**src/rtl/run_monitor_pkg.sv**
```systemverilog
// Shared definitions for the CPU run monitor: FSM states, done-reason codes
// and the probe channel that carries the program counter.
package run_monitor_pkg;

   typedef enum logic [1:0] {
      ST_IDLE  = 2'd0,
      ST_RESET = 2'd1,
      ST_RUN   = 2'd2,
      ST_DONE  = 2'd3
   } state_e;

   localparam logic [1:0] RSN_NONE    = 2'd0;
   localparam logic [1:0] RSN_TIMEOUT = 2'd1;
   localparam logic [1:0] RSN_STALL   = 2'd2;
   localparam logic [1:0] RSN_ABORT   = 2'd3;

   localparam int PC_CH = 0;

endpackage

```
**src/rtl/trace_ring_ram.sv**
```systemverilog
// Simple dual-port trace RAM: one write port, one synchronous read port
// whose output register clears on clr.
module trace_ring_ram #(
   parameter int DEPTH = 16,
   parameter int DW    = 160,
   parameter int AW    = 4
) (
   input  logic          clk,
   input  logic          clr,
   input  logic          we,
   input  logic [AW-1:0] waddr,
   input  logic [DW-1:0] wdata,
   input  logic [AW-1:0] raddr,
   output logic [DW-1:0] rdata
);

   logic [DW-1:0] mem_q [DEPTH];

   always_ff @(posedge clk) begin
      if (we) mem_q[waddr] <= wdata;
   end

   always_ff @(posedge clk) begin
      if (clr) rdata <= '0;
      else     rdata <= mem_q[raddr];
   end

endmodule

```
**src/rtl/cpu_run_monitor.sv**
```systemverilog
// Run controller and trace recorder for the pipelined CPU.
// Optional probe signature enabled by defining RUN_MONITOR_SIGNATURE_EN.
module cpu_run_monitor
   import run_monitor_pkg::*;
#(
   parameter int WIDTH        = 32,
   parameter int NUM_PROBES   = 5,
   parameter int TRACE_DEPTH  = 16,
   parameter int RESET_CYCLES = 2,
   parameter int MAX_CYCLES   = 84,
   parameter int STALL_LIMIT  = 8,
   parameter int CNT_W        = 16
) (
   input  logic                               clk,
   input  logic                               clr,
   input  logic                               start,
   input  logic                               abort,
   input  logic [NUM_PROBES*WIDTH-1:0]        probes,
   output logic                               cpu_clrn,
   output logic                               running,
   output logic                               done,
   output logic [1:0]                         done_reason,
   output logic [CNT_W-1:0]                   cycles,
   output logic [$clog2(TRACE_DEPTH+1)-1:0]   trace_count,
   input  logic [$clog2(TRACE_DEPTH)-1:0]     rd_idx,
   output logic [NUM_PROBES*WIDTH-1:0]        rd_data,
   output logic [WIDTH-1:0]                   signature
);

   localparam int AW  = $clog2(TRACE_DEPTH);
   localparam int TCW = $clog2(TRACE_DEPTH+1);
   localparam int SW  = $clog2(STALL_LIMIT+1);
   localparam int RCW = $clog2(RESET_CYCLES+1);
   localparam int DW  = NUM_PROBES*WIDTH;

   state_e          state_q, state_d;
   logic [RCW-1:0]  rst_cnt_q, rst_cnt_d;
   logic [CNT_W-1:0] cycles_q, cycles_d;
   logic [TCW-1:0]  tcount_q, tcount_d;
   logic [AW-1:0]   wptr_q, wptr_d;
   logic [SW-1:0]   stall_q, stall_d, stall_now;
   logic [1:0]      reason_q, reason_d;
   logic [WIDTH-1:0] pc, prev_pc_q;
   logic            pc_same, hit_stall, hit_tmo, enter_rst;
   logic [AW-1:0]   raddr;

   assign pc        = probes[PC_CH*WIDTH +: WIDTH];
   // cycles_q is zero only in the first RUN cycle, which always counts as a PC change
   assign pc_same   = (cycles_q != '0) && (pc == prev_pc_q);
   assign stall_now = pc_same ? stall_q + SW'(1) : '0;
   assign hit_stall = pc_same && (stall_now == SW'(STALL_LIMIT-1));
   assign hit_tmo   = (cycles_q == CNT_W'(MAX_CYCLES-1));
   assign enter_rst = start && (state_q == ST_IDLE || state_q == ST_DONE);

   always_comb begin
      state_d   = state_q;
      rst_cnt_d = rst_cnt_q;
      cycles_d  = cycles_q;
      tcount_d  = tcount_q;
      wptr_d    = wptr_q;
      stall_d   = stall_q;
      reason_d  = reason_q;
      if (enter_rst) begin
         state_d   = ST_RESET;
         rst_cnt_d = '0;
         cycles_d  = '0;
         tcount_d  = '0;
         wptr_d    = '0;
         stall_d   = '0;
         reason_d  = RSN_NONE;
      end else begin
         unique case (state_q)
            ST_RESET: begin
               if (rst_cnt_q == RCW'(RESET_CYCLES-1)) state_d = ST_RUN;
               else                                   rst_cnt_d = rst_cnt_q + RCW'(1);
            end
            ST_RUN: begin
               wptr_d   = wptr_q + AW'(1);
               tcount_d = (tcount_q == TCW'(TRACE_DEPTH)) ? tcount_q : tcount_q + TCW'(1);
               stall_d  = stall_now;
               if (abort || hit_stall || hit_tmo) begin
                  state_d  = ST_DONE;
                  reason_d = abort ? RSN_ABORT : (hit_stall ? RSN_STALL : RSN_TIMEOUT);
               end else begin
                  cycles_d = cycles_q + CNT_W'(1);
               end
            end
            default: ;
         endcase
      end
   end

   always_ff @(posedge clk) begin
      if (clr) begin
         state_q   <= ST_IDLE;
         rst_cnt_q <= '0;
         cycles_q  <= '0;
         tcount_q  <= '0;
         wptr_q    <= '0;
         stall_q   <= '0;
         reason_q  <= RSN_NONE;
      end else begin
         state_q   <= state_d;
         rst_cnt_q <= rst_cnt_d;
         cycles_q  <= cycles_d;
         tcount_q  <= tcount_d;
         wptr_q    <= wptr_d;
         stall_q   <= stall_d;
         reason_q  <= reason_d;
      end
   end

   always_ff @(posedge clk) begin
      if (state_q == ST_RUN) prev_pc_q <= pc;
   end

   // Once the ring has wrapped, the oldest entry sits at the write pointer
   assign raddr = (tcount_q < TCW'(TRACE_DEPTH)) ? rd_idx : wptr_q + rd_idx;

   trace_ring_ram #(
      .DEPTH (TRACE_DEPTH),
      .DW    (DW),
      .AW    (AW)
   ) u_ram (
      .clk   (clk),
      .clr   (clr),
      .we    (state_q == ST_RUN),
      .waddr (wptr_q),
      .wdata (probes),
      .raddr (raddr),
      .rdata (rd_data)
   );

`ifdef RUN_MONITOR_SIGNATURE_EN
   logic [WIDTH-1:0] sig_q, sig_d, probe_xor;

   always_comb begin
      probe_xor = '0;
      for (int k = 0; k < NUM_PROBES; k++) probe_xor = probe_xor ^ probes[k*WIDTH +: WIDTH];
      sig_d = sig_q;
      if (enter_rst)              sig_d = '0;
      else if (state_q == ST_RUN) sig_d = {sig_q[WIDTH-2:0], sig_q[WIDTH-1]} ^ probe_xor;
   end

   always_ff @(posedge clk) begin
      if (clr) sig_q <= '0;
      else     sig_q <= sig_d;
   end

   assign signature = sig_q;
`else
   assign signature = '0;
`endif

   assign cpu_clrn    = (state_q == ST_RUN) || (state_q == ST_DONE);
   assign running     = (state_q == ST_RUN);
   assign done        = (state_q == ST_DONE);
   assign done_reason = reason_q;
   assign cycles      = cycles_q;
   assign trace_count = tcount_q;

endmodule

```
**config.mk**
```make
export PLATFORM = sky130hd
export DESIGN_NAME = cpu_run_monitor
export DESIGN_NICKNAME = d
export VERILOG_FILES = /design/src/rtl/run_monitor_pkg.sv /design/src/rtl/trace_ring_ram.sv /design/src/rtl/cpu_run_monitor.sv
export SDC_FILE = /design/constraint.sdc
export NUM_CORES = 2
export LEC_CHECK = 0
export CAP_MARGIN = 20
export CORE_ASPECT_RATIO = 2
export CORE_MARGIN = 2
export CORE_UTILIZATION = 35
export CTS_CLUSTER_DIAMETER = 30
export DETAILED_ROUTE_END_ITERATION = 10
export GPL_TIMING_DRIVEN = 1
export PLACE_DENSITY = 0.56
export SKIP_CTS_REPAIR_TIMING = 1
export SLEW_MARGIN = 20
export SYNTH_ARGS = -nofsm -noshare
export SYNTH_HDL_FRONTEND = slang
export SYNTH_SLANG_ARGS = --single-unit
```
**constraint.sdc**
```tcl
create_clock -name clk -period 8.05 [get_ports clk]
set_clock_uncertainty 0.2 [all_clocks]
set_input_delay 1.2075 -clock clk [delete_from_list [all_inputs] [get_ports clk]]
set_output_delay 1.2075 -clock clk [all_outputs]
set_load 0.02 [all_outputs]
```
; ---- Word-level counts from Yosys, hierarchy flattened
; Memories as Yosys holds them, arrays and structs flattened. A register that Yosys moved wholly into a read port is not among the register bits.
; Cells that the tools add are included.
[word_totals]
out_inout_bits = 218
ff_bits = 67
word_cells = 60
ramBits = 2560
inputBits = 168
n_memories = 1
[op_classes]
bitwise_logic = 3
muxes = 10
n_lt_le_gt_ge = 1
n_reduce_logical = 18
eq_ne = 12
add_sub_neg = 6
[mem_list]
columns = memory, words, width, rd, rd_ports_with_merged_regs, wr, line
row1 = u_ram.mem_q, 16, 160, 1, 1, 1, trace_ring_ram.sv:17  ; logic [DW-1:0] mem_q [DEPTH];
[ops]
columns = operator, count
row1 = $eq A32 B32 Y1, 1
row2 = $add A16 B1 Y16 const B, 1
row3 = $eq A16 B7 Y1 const B, 1
row4 = $reduce_bool A16 Y1, 1
row5 = $add A4 B1 Y4 const B, 2
row6 = $mux W2, 4
row7 = $mux W4, 2
row8 = $reduce_and A2 Y1, 4
row9 = $reduce_and A3 Y1, 2
row10 = $add A5 B1 Y5 const B, 1
row11 = $eq A5 B5 Y1 const B, 1
row12 = $lt A5 B5 Y1 const B, 1
row13 = $add A4 B4 Y4, 1
row14 = $eq A2 B1 Y1 const B, 2
row15 = $eq A2 B2 Y1 const B, 2
row16 = $eq A4 B3 Y1 const B, 1
row17 = $logic_or A1 B1 Y1, 4
row18 = $pmux W2 S2, 1
row19 = $logic_and A1 B1 Y1, 3
row20 = $mux W1, 3
row21 = $ne A3 B1 Y1 const B, 1
row22 = $ne A3 B3 Y1 const B, 1
row23 = $not A1 Y1, 3
row24 = $reduce_bool A3 Y1, 1
row25 = 6 further kinds, 6

; ---- Depth between registers and ports, before layout
[logic_depth]
word_depth = 10
mapped_depth = 12
depth_no_buf = 9

; ---- Cells and area by module
; Synthesis repeated with hierarchy kept, for this count alone.
[unflattened]
cells_unflattened = 5685
area_unflattened_um2 = 105250.9
[by_module_without_submodules]
columns = module, cells_each, n_inst, seq_area_each_um2, area_per_inst_um2
row1 = trace_ring_ram, 5332, 1, 80076.8, 101626.2
row2 = cpu_run_monitor, 353, 1, 1661.6, 3624.7

; ---- Worst setup path after synthesis
; Ideal clock, no wire load.
[synth_path]
kind = reg2reg
start = reg state_q[0]
end = mem u_ram.mem_q[10][0] (enable)
n_path_buf = 2
arrival_time_ps = 5816
required_time_ps = 7310
stages_incl_launch_ff = 8
slack_ps = 1494
cell_sequence = dfxtp_1 > inv_1 > ha_1 > clkbuf_1 > clkbuf_1 > nand2_1 > nor2_1 > and2_1
[synth_via]
elab_chain_cells = 3
[synth_rtl]
columns = element, line
row1 = "start, declared", cpu_run_monitor.sv:36  ; state_e state_q, state_d;
row2 = "start signal, assigned", cpu_run_monitor.sv:103  ; state_q <= state_d;
row3 = $eq A2 B2 Y1, n/a
row4 = named net running, cpu_run_monitor.sv:20  ; output logic running,
row5 = $mux W1, trace_ring_ram.sv:20  ; if (we) mem_q[waddr] <= wdata;
row6 = $mux W1 (implied by the code), trace_ring_ram.sv:20
row7 = "end, declared", trace_ring_ram.sv:17
; The timed path passes the listed nets, and every way through them passes these cells.

; ---- Final worst setup path
[layout_path]
start = in rd_idx[0]
end = reg u_ram.rdata[116] (read register of u_ram.mem_q)
[layout_via]
elab_chain_cells = 2
[layout_rtl]
columns = element, line
row1 = "start, declared", cpu_run_monitor.sv:25  ; input logic [$clog2(TRACE_DEPTH)-1:0] rd_idx,
row2 = $add A4 B4 Y4, cpu_run_monitor.sv:118  ; assign raddr = (tcount_q < TCW'(TRACE_DEPTH)) ? rd_idx : wptr_q + rd_idx;
row3 = $mux W4 (*), cpu_run_monitor.sv:118
row4 = "end, declared", trace_ring_ram.sv:14  ; output logic [DW-1:0] rdata
; Every way passes the cells marked *; elsewhere a longest branch is shown, timed or not.
; A chain may end at the register's enable or synchronous reset.

==> flow_summary.toml <==
[outcome]
status = "finished, final reports clean"

[routing]
drt_iter0_drc = 3610
vias = 50900
routed_wl_um = 272000
drtAntennaViolNets = 0
viasPerCell = 5.33
wl_per_cell_um = 28.5
dr.pass1.iters = 5
drcViolationCount = 0

[min_path]
min_path_type = "reg -> reg"
hold_depth = 2

[sta]
tns_ns = 0
layout_setup_ws_ns = 3.64
timing.fmax_ghz = 0.227
min_period_ns = 4.41
finalHoldViolations = 0
rsz0062_at_grt = "false"
finalCritPeriodShare = 0.548
relSlewSlack = 0.246
drv_slew = 0
setup_viol = 0
tightestPinTransition_ns = 1.13

[power_and_ir_drop]
combPwrFrac = 0.052
switching_share = 0.225
seqPwrFrac = 0.462
p_sw_uw = 7950
ir_drop_v = 0.000225
pwr-share-clk = 0.486
p_per_area_mw_per_mm2 = 281
power_leakage_uw = 0.0397
internal_power_uw = 27400

[clock_network]
cts_buffers = 384
cts_buffer_depth = 4
cts_tree = "yes"
clkTransAtPathRegs_ns = 0.06
ctsRootBufferMaster = "clkbuf_16"
cts.sinks = 2787
cts.htree.levels = 5
insertion_delay_ns = 0.90

[cells_and_area]
fillers = 25500
syn_to_final_growth_pct = 20.9
multi_input_area_mm2 = 0.0212
regArea_mm2 = 0.0817
fin_cells = 9548
layout.nets = 5554
drive_gt1_frac = 0.252

[critical_path]
crit_type = "in -> reg"
endpoint_kind = "flip-flop"
worst_setup_path_start_kind = "input pin"
r2r_cells = 8
worst_ep_required_time_ns = 8.57
crit_fanout = 123
arrival_ns = 4.93

[floorplan]
die_h_um = 775
die_area_mm2 = 0.302
initial_core_util = 0.351
fp-row-count = 283
fp.dieW_um = 390
design.core.area_mm2 = 0.296
ios = 386

[yosys]
synthCells = 4802
async_reset_ff_frac = 0
synth_cell_types = 52
yosys.area.top_type = "edfxtp_1"
synth_edf_count = 2592
yosys.area.top_type_share = 0.747
synth_flop_cell = "edfxtp_1"
avgSynthCellArea_um2 = 21.7
yosys_register_bits = 2787
synth_area_leaders = "edfxtp_1 75%, mux4_2 14%, dfxtp_1 3.7%"
yosysWarnings = 0
synth_area_mm2 = 0.104
seq_area_frac_synth = 0.785

[global_route]
grt_first_pass_wirelength_um = 389000
first_global_vias = 54500
grt_remaining_overflow = 0
grt_max_degree = 124
grtUsageTotal = 0.178
antenna_found_initial = 41

[placement]
dpl.hpwl_um = 138000
gp_congestion = 0.745
dp_cells = 8829
preCtsSetupSlack_ns = 2.78
io_buffers = 353

[flow_run]
drv_cap = 0
worst paths after layout:
path | endpoint | slack [ns] | startpoint
hold reg to reg | done_reason[1] | 0.28 | done_reason[1]
setup / recovery | u_ram.rdata[116] | 3.64 | rd_idx[0]
setup reg to reg | u_ram.mem_q[5][5] | 3.75 | state_q[0]
hold / removal | done_reason[1] | 0.28 | done_reason[1]
stage by stage:
stage                     total power, µW   util  area (µm²)  hold WS [ns]
final                               35300  0.425      126000         0.284
after global routing                36400  0.425      126000         0.323
after CTS                           35700  0.425      126000         0.294
after detailed placement            18500  0.380      113000         0.286
after global placement              18400  0.380      113000         0.247
after floorplan                     17600      -      104000         0.278
synthesized netlist by cell type (6+ instances only):
master    instances
buf_4            32
nor4_1           17
and2_1          178
xnor2_1          16
a311oi_1        160
nand2_1         344
and3_1            9
a211oi_1        161
dfxtp_1         195
nand4_1           6
nand3_1           8
a21oi_1          10
xor2_1           37
nor2_1           31
buf_2            67
clkbuf_1        197
nor3_1            8
buf_1            11
inv_1            14
mux4_2          640
ha_1             17
edfxtp_1       2592
area by class of cell:
class | count | area share
clock inverters | 271 | 0.0250
inverters | 14 | 0.000418
repair buffers | 456 | 0.0380
diodes | 10 | 0.000199
clock buffers | 438 | 0.0801
multi-input cells | 1725 | 0.169
flip-flops and latches | 2787 | 0.650
well taps | 3847 | 0.0382
kinds of logic (layout without fill, tap and decap cells):
| family | Yosys count | count (layout) | share of synthesized area |
|---|---|---|---|
| XOR/XNOR | 53 | 53 | 0.00446 |
| AND/OR/NAND/NOR | 624 | 624 | 0.0287 |
| multiplexers | 646 | 646 | 0.139 |
| other | 1 | 42 | 0.0000360 |
| buffers and inverters | 321 | 1179 | 0.0135 |
| AO/OA/AOI/OAI | 352 | 352 | 0.0271 |
| adder cells (fa/ha/maj) | 18 | 18 | 0.00223 |
| flip-flops | 2787 | 2787 | 0.785 |
registers in the layout, summed over array words and instances, names as in the netlist:
signal       flops
u_ram.rdata    160
stall_q          4
cycles          16
state_q          2
prev_pc_q       32
rst_cnt_q        2
done_reason      2
u_ram.mem_q   2560
trace_count      5
wptr_q           4
power groups by stage:
stage / Combinational, µW / Sequential [µW] / Clock (µW)
6_report: 1840 / 16300 / 17200
4_1_cts: 1890 / 16300 / 17500
5_1_grt: 1990 / 16300 / 18100
3_3_place_gp: 1860 / 16600 / 0
3_5_place_dp: 1880 / 16600 / 0
2_1_floorplan: 936 / 16700 / 0
cell usage in the layout (no fill, tap or decap), types with 4 or more instances in the layout:
| cell | count |
|---|---|
| a211oi_1 | 161 |
| a21oi_1 | 10 |
| a311oi_1 | 160 |
| and2_1 | 162 |
| and2_4 | 16 |
| and3_1 | 9 |
| buf_12 | 38 |
| buf_4 | 65 |
| bufinv_16 | 40 |
| clkbuf_1 | 34 |
| clkbuf_16 | 390 |
| clkbuf_8 | 15 |
| clkdlybuf4s50_1 | 352 |
| clkinv_1 | 19 |
| clkinv_16 | 4 |
| clkinv_2 | 42 |
| clkinv_4 | 34 |
| clkinv_8 | 9 |
| clkinvlp_4 | 50 |
| conb_1 | 32 |
| dfxtp_1 | 195 |
| diode_2 | 10 |
| edfxtp_1 | 2592 |
| ha_1 | 16 |
| inv_1 | 14 |
| inv_16 | 4 |
| inv_6 | 55 |
| inv_8 | 14 |
| mux4_2 | 640 |
| nand2_1 | 344 |
| nand3_1 | 8 |
| nand4_1 | 6 |
| nor2_1 | 31 |
| nor3_1 | 8 |
| nor4_1 | 17 |
| o31ai_1 | 4 |
| or4_1 | 4 |
| xnor2_1 | 15 |
| xor2_1 | 37 |
layer usage:
metal / GRT usage / vias up / wire [µm]
met2: 0.310 / 1501 / 139000
met4: 0.0554 / 26 / 7800
met3: 0.0360 / 527 / 15700
li1: - / 21200 / -
met1: 0.221 / 27700 / 109000
met5: 0 / - / 148
critical path, stage by stage:
cell	delay, ns
clkdlybuf4s50_1	0.56
ha_1	0.21
inv_1	0.06
fa_1	0.48
nand2_1	0.08
o21ai_4	0.18
buf_12	0.54
buf_4	0.49
mux4_2	0.35
and2_1	0.17
a211oi_1	0.25
a311oi_1	0.09
(Power assumes the default switching activity.)
